$ cat src/rtl/regfile_pkg.sv
// Shared constants, entry type and load-extension helper for the write-back arbiter.
package regfile_pkg;

    localparam int unsigned XLEN = 64;
    localparam int unsigned AW   = 5;

    localparam logic [5:0] OP_LWZ = 6'd32;
    localparam logic [5:0] OP_LBZ = 6'd34;
    localparam logic [5:0] OP_LHZ = 6'd40;
    localparam logic [5:0] OP_LHA = 6'd42;
    localparam logic [5:0] OP_LD  = 6'd48;

    // Round-robin preference: which port wins when both heads are valid.
    typedef enum logic {
        RR_ALU = 1'b0,
        RR_LSU = 1'b1
    } rr_t;

    typedef struct packed {
        logic [AW-1:0]   rd;
        logic [5:0]      op;
        logic [XLEN-1:0] data;
    } wb_ent_t;

    function automatic logic op_known(input logic [5:0] opcode);
        return (opcode == OP_LWZ) || (opcode == OP_LBZ) || (opcode == OP_LHZ) ||
               (opcode == OP_LHA) || (opcode == OP_LD);
    endfunction

    function automatic logic [XLEN-1:0] ext_load(input logic [5:0] opcode,
                                                 input logic [XLEN-1:0] data);
        case (opcode)
            OP_LWZ:  return {{(XLEN-32){1'b0}}, data[31:0]};
            OP_LBZ:  return {{(XLEN-8){1'b0}}, data[7:0]};
            OP_LHZ:  return {{(XLEN-16){1'b0}}, data[15:0]};
            OP_LHA:  return {{(XLEN-16){data[15]}}, data[15:0]};
            default: return data;
        endcase
    endfunction

endpackage

$ cat src/rtl/wb_fifo.sv
// Small per-producer write-back FIFO; also reports which registers it holds.
module wb_fifo
    import regfile_pkg::*;
#(
    parameter int unsigned DEPTH = 2
)
(
    input  logic            clk,
    input  logic            rst,
    input  logic            push,
    input  logic            pop,
    input  logic [AW-1:0]   in_rd,
    input  logic [5:0]      in_op,
    input  logic [XLEN-1:0] in_data,
    output logic            empty,
    output logic            full,
    output logic [AW-1:0]   head_rd,
    output logic [5:0]      head_op,
    output logic [XLEN-1:0] head_data,
    output logic [31:0]     rd_mask
);

    localparam int unsigned PW = (DEPTH > 1) ? $clog2(DEPTH) : 1;

    wb_ent_t          mem [DEPTH];
    logic [DEPTH-1:0] vld;
    logic [PW-1:0]    head;
    logic [PW-1:0]    tail;
    logic [PW:0]      count;

    assign empty     = (count == '0);
    assign full      = (count == (PW+1)'(DEPTH));
    assign head_rd   = mem[head].rd;
    assign head_op   = mem[head].op;
    assign head_data = mem[head].data;

    // Pointer, occupancy and storage update; pointers wrap naturally at DEPTH.
    always_ff @(posedge clk) begin
        if (rst) begin
            head  <= '0;
            tail  <= '0;
            count <= '0;
            vld   <= '0;
        end else begin
            if (push) begin
                mem[tail] <= '{rd: in_rd, op: in_op, data: in_data};
                vld[tail] <= 1'b1;
                tail      <= tail + PW'(1);
            end
            if (pop) begin
                vld[head] <= 1'b0;
                head      <= head + PW'(1);
            end
            case ({push, pop})
                2'b10:   count <= count + (PW+1)'(1);
                2'b01:   count <= count - (PW+1)'(1);
                default: count <= count;
            endcase
        end
    end

    // One-hot OR of destination registers over occupied slots.
    always_comb begin
        rd_mask = '0;
        for (int unsigned i = 0; i < DEPTH; i++) begin
            if (vld[i]) rd_mask[mem[i].rd] = 1'b1;
        end
    end

endmodule

$ cat src/rtl/regfile_wb_arbiter.sv
// Round-robin arbiter sharing one register-file write port between ALU and LSU.
module regfile_wb_arbiter
    import regfile_pkg::*;
#(
    parameter int unsigned DEPTH = 2
)
(
    input  logic            clk,
    input  logic            rst,
    input  logic            alu_valid,
    output logic            alu_ready,
    input  logic [AW-1:0]   alu_rd,
    input  logic [XLEN-1:0] alu_data,
    input  logic            lsu_valid,
    output logic            lsu_ready,
    input  logic [AW-1:0]   lsu_rd,
    input  logic [5:0]      lsu_opcode,
    input  logic [XLEN-1:0] lsu_data,
    output logic            wb_en,
    output logic [AW-1:0]   wb_addr,
    output logic [XLEN-1:0] wb_data,
    output logic [31:0]     pend_mask,
    output logic            bad_op
);

    logic            alu_empty, alu_full, lsu_empty, lsu_full;
    logic [AW-1:0]   alu_hrd, lsu_hrd;
    logic [5:0]      alu_hop, lsu_hop;
    logic [XLEN-1:0] alu_hdata, lsu_hdata;
    logic [31:0]     alu_mask, lsu_mask;

    rr_t             rr;
    logic            grant_alu, grant_lsu;
    logic [AW-1:0]   win_rd;
    logic [5:0]      win_op;
    logic [XLEN-1:0] win_data;
    logic [AW-1:0]   bad_rd;

    assign alu_ready = !alu_full;
    assign lsu_ready = !lsu_full;

    wb_fifo #(.DEPTH(DEPTH)) u_alu_fifo (
        .clk       (clk),
        .rst       (rst),
        .push      (alu_valid && alu_ready),
        .pop       (grant_alu),
        .in_rd     (alu_rd),
        .in_op     (OP_LD),
        .in_data   (alu_data),
        .empty     (alu_empty),
        .full      (alu_full),
        .head_rd   (alu_hrd),
        .head_op   (alu_hop),
        .head_data (alu_hdata),
        .rd_mask   (alu_mask)
    );

    wb_fifo #(.DEPTH(DEPTH)) u_lsu_fifo (
        .clk       (clk),
        .rst       (rst),
        .push      (lsu_valid && lsu_ready),
        .pop       (grant_lsu),
        .in_rd     (lsu_rd),
        .in_op     (lsu_opcode),
        .in_data   (lsu_data),
        .empty     (lsu_empty),
        .full      (lsu_full),
        .head_rd   (lsu_hrd),
        .head_op   (lsu_hop),
        .head_data (lsu_hdata),
        .rd_mask   (lsu_mask)
    );

    // Grant selection from FIFO heads and winner mux.
    always_comb begin
        grant_alu = !alu_empty && (lsu_empty || (rr == RR_ALU));
        grant_lsu = !lsu_empty && !grant_alu;
        win_rd    = grant_alu ? alu_hrd   : lsu_hrd;
        win_op    = grant_alu ? alu_hop   : lsu_hop;
        win_data  = grant_alu ? alu_hdata : lsu_hdata;
    end

    // Round-robin pointer moves only when something is granted.
    always_ff @(posedge clk) begin
        if (rst)            rr <= RR_ALU;
        else if (grant_alu) rr <= RR_LSU;
        else if (grant_lsu) rr <= RR_ALU;
    end

    // Registered write port; an unknown LSU opcode consumes its slot as a bad_op pulse.
    always_ff @(posedge clk) begin
        if (rst) begin
            wb_en   <= 1'b0;
            wb_addr <= '0;
            wb_data <= '0;
            bad_op  <= 1'b0;
            bad_rd  <= '0;
        end else begin
            wb_en  <= 1'b0;
            bad_op <= 1'b0;
            if (grant_alu || grant_lsu) begin
                if (op_known(win_op)) begin
                    wb_en   <= 1'b1;
                    wb_addr <= win_rd;
                    wb_data <= ext_load(win_op, win_data);
                end else begin
                    bad_op <= 1'b1;
                    bad_rd <= win_rd;
                end
            end
        end
    end

    // Pending registers: both queues plus whatever the output stage is presenting.
    always_comb begin
        pend_mask = alu_mask | lsu_mask;
        if (wb_en)  pend_mask[wb_addr] = 1'b1;
        if (bad_op) pend_mask[bad_rd]  = 1'b1;
    end

endmodule

$ cat config.mk
export PLATFORM = sky130hd
export DESIGN_NAME = regfile_wb_arbiter
export DESIGN_NICKNAME = d
export VERILOG_FILES = /design/src/rtl/regfile_pkg.sv /design/src/rtl/wb_fifo.sv /design/src/rtl/regfile_wb_arbiter.sv
export SDC_FILE = /design/constraint.sdc
export NUM_CORES = 1
export LEC_CHECK = 0
export ABC_CLOCK_PERIOD_IN_PS = 7500
export CAP_MARGIN = 20
export CORE_MARGIN = 5
export CORE_UTILIZATION = 25
export CTS_CLUSTER_SIZE = 30
export DETAILED_ROUTE_END_ITERATION = 12
export PLACE_DENSITY = 0.48
export SYNTH_ARGS = -nofsm -noshare
export SYNTH_HDL_FRONTEND = slang
export SYNTH_SLANG_ARGS = --single-unit
$ cat constraint.sdc
create_clock -name clk -period 7.5 [get_ports clk]
set_input_delay 1.125 -clock clk [delete_from_list [all_inputs] [get_ports clk]]
set_output_delay 1.125 -clock clk [all_outputs]
set_load 0.02 [all_outputs]
==> flow_summary.yaml <==
critical_path:
  crit_type: "register to register"
  crit_slowest_cell: "and3_2"
  timing.critical_path.arrival_ns: 4.88
  critical_path.cell_chain: "buf_4 -> nand3b_1 -> a22oi_4 -> and3_2 -> a21oi_1 -> a311oi_1"
  setup.worst_path.end_class: "register"
  cp_max_fo: 71
  max_stage_delay_ns: 1.03
  worstSetupStartpointType: "register"
  worst_r2r_path_depth: 6
  critical_path_required_time_ns: 7.95
synthesis:
  synth_compound_gate_area_share: 0.0904
  yosys.area_share.simple: 0.132
  yosys_warnings: 0
  synth_cell_type_count: 50
  synth-edff-count: 288
  synth_seq_cells: 379
  synth_cells: 1236
  synth_top_family_by_area: "simple AND/OR/NAND/NOR gates"
  ys_async_sr_fraction: 0
  post_synthesis_average_cell_area_sq_um: 12.8
  ys_dominant_reg_cell: "edfxtp_1"
  syn-cell-area_sq_mm: 0.0158
  synthAdderAreaFrac: 0.00159
  synth_xor_area_frac: 0.00444
  yosysSeqAreaShare: 0.664
  synth_mux_area_frac: 0.0831
  syn_nets: 1386
power:
  power-per-cell-area_mw_per_mm2: 355
  vdd_ir_drop_max_mv: 0.146
  total_leakage_power_uw: 0.00643
timing:
  clock-skew-final_ns: 0.00970
  grt_setup_unrepaired: "false"
  finalSetupViolations: 0
  timing.final.hold_violations: 0
  max_freq_mhz: 226
  setup-tns-final_ns: 0
  final.min_clock_period_ns: 4.42
  tightest_slew_ns: 1.11
  final.setup.worst_slack_ns: 3.08
  number_of_pins_with_negative_max_slew_slack_in_the_final_report: 0
  period_share: 0.590
  worst_slew_margin_rel: 0.257
global_routing:
  first_pass_grt_wire_length_microns: 75700
  grt_usage: 0.147
  grt_antenna_before_repair: 10
  grt_start_max_net_pins: 86
  number_of_global_route_vias_before_repair: 11500
  grt_overflow_total: 0
layout:
  area_of_all_placed_cells_without_fillers_sq_mm: 0.0206
  syn_to_final_growth_pct: 30.3
  final_layout_size_suffix_gt1_frac: 0.0878
  final_cell_count_no_fill: 2344
  final_nets: 1608
clock_tree:
  clk_pin_slew_worst_paths_ns: 0.06
  cts_tree: "done"
  number_of_levels_in_the_clock_h_tree: 2
  clkSinkCount: 379
  cts-buffers-inserted: 42
  insertion_delay_ns: 0.55
  clock-root-buffer: "clkbuf_16"
  setup_repair_bufs_after_cts: 0
  postCtsResizedCells: 0
  clock_tree.buffer_depth: 3
  postCtsHoldBufs: 0
floorplan:
  coreArea_sq_mm: 0.0629
  row_count: 92
  design.die.area_sq_mm: 0.0682
  floorplan.io_pins: 253
  initial_util: 0.251
  die_width_microns: 261
  die_h_microns: 261
detailed_routing:
  drtIter0Drc: 869
  firstDrtPassIters: 5
  via_per_instance_ratio: 4.82
  wire_per_inst_microns: 22.3
  routed_wirelength_microns: 52200
  vias: 11300
  drcViolationCount: 0
  final_antenna_net_count: 0
worst_hold_path:
  worst_hold_path.num_cells: 2
  hold_path_class: "register to register"
outcome:
  outcome: "finished clean"
placement:
  place.port_buffers: 252
  post-dp-hpwl_microns: 35500
  pre_cts_ws_ns: 2.94
  dpl-instance-area_sq_mm: 0.0191
  placedCellCount: 2259
  gp_congestion: 0.866
flow_run:
  cap_viol_max_count: 0
## critical path, delay by kind of cell, from the launching register on
family / cells / cell delay, ns
AO/OA/AOI/OAI: 3 / 1.39
AND/OR/NAND/NOR: 2 / 1.36
buffers and inverters: 1 / 0.80
flip-flops: 1 / 0.66
## layer usage
metal	wire, microns	track usage	up-vias
met5	96	0	-
met4	1610	0.0482	12
met3	3440	0.0370	95
met2	24600	0.241	412
met1	22400	0.192	5576
li1	-	-	5213
## area by class of cell
cell class | count | area, sq um
fillers | 6307 | 42300
multi-input cells | 766 | 4970
clock inverters | 6 | 58.8
flip-flops and latches | 379 | 10500
repair buffers | 265 | 2630
diodes | 6 | 15.0
inverters | 4 | 16.3
well taps | 846 | 1060
clock buffers | 72 | 1340
## kinds of logic (layout without fill, tap and decap cells)
| kind of cell | count (synthesis) | count (layout) |
|---|---|---|
| AOI/OAI and AO/OA | 199 | 199 |
| xor gates and xnor gates | 8 | 8 |
| adders and majority gates | 2 | 2 |
| buffers and inverters | 91 | 347 |
| DFF | 379 | 379 |
| muxes | 127 | 127 |
| other | 0 | 6 |
| and+or+nand+nor | 430 | 430 |
## stage by stage
stage          hold slack [ns]   util  power (uW)
5_1_grt                  0.485  0.327        7710
2_1_floorplan            0.451      -        4290
3_3_place_gp             0.448  0.304        5310
4_1_cts                  0.456  0.327        7420
6_report                 0.454  0.327        7290
3_5_place_dp             0.451  0.304        5330
## state kept, by name (all words and copies together), names as in the netlist, named ones only
register,cells
bad_rd,5
u_lsu_fifo.count,2
u_lsu_fifo.vld,2
u_lsu_fifo.head,1
wb_data,64
u_lsu_fifo.tail,1
wb_addr,5
u_alu_fifo.tail,1
u_alu_fifo.mem,138
u_lsu_fifo.mem,150
u_alu_fifo.head,1
bad_op,1
u_alu_fifo.vld,2
wb_en,1
u_alu_fifo.count,2
rr,1
## power by group
group	switching, uW	total [uW]	internal [uW]
registers	301	2940	2640
clock network	800	2040	1240
logic	1380	2310	932
total	2480	7290	4810
## Yosys cell counts (2+ instances only)
cell type  number  area share
nor2_1        143       0.034
inv_1           3     0.00071
o22ai_1        61       0.024
o32ai_1         5      0.0028
nand3_1        29      0.0092
a221oi_1        8      0.0044
or2_2           4      0.0016
clkbuf_1       55       0.013
xnor2_1         3      0.0017
nor4_1         32       0.013
edfxtp_1      288        0.55
nor3_1         79       0.025
ha_1            2      0.0016
and3_1          2     0.00079
o2111ai_1      16      0.0089
buf_1           9      0.0021
o221ai_1       32       0.018
buf_2          20      0.0063
xor2_1          5      0.0028
nand2b_1       23      0.0091
a21oi_1        38       0.012
nor3b_1         4      0.0019
or3_1           7      0.0028
mux2i_1        95       0.060
a311oi_1       17      0.0094
a211oi_1        4      0.0019
mux2_2         32       0.023
a31oi_1         2     0.00079
nand3b_1       18      0.0086
buf_6           2      0.0014
or3b_2          8      0.0044
or3b_1          2      0.0011
o211ai_1        2     0.00095
dfxtp_1        91        0.12
nor2b_1         9      0.0036
o21ai_0         7      0.0022
nand2_1        66       0.016
## path summary, 6_finish.rpt
kind	endpoint	start	slack, ns
hold reg to reg	wb_data[1]	wb_data[1]	0.45
hold / removal	wb_data[1]	wb_data[1]	0.45
setup reg to reg	wb_data[30]	register	3.08
setup / recovery	wb_data[30]	register	3.08
## cell usage in the layout (no fill, tap or decap), drive strengths merged, types with 17 or more instances in the layout
cell type,n
edfxtp,288
clkdlybuf4s50,251
nor2,143
mux2i,95
dfxtp,91
nor3,79
clkbuf,72
nand2,66
o22ai,61
a21oi,38
o221ai,32
mux2,32
nor4,32
nand3,29
nand2b,23
nand3b,18
a311oi,17
Power figures use the tool's default switching activity.
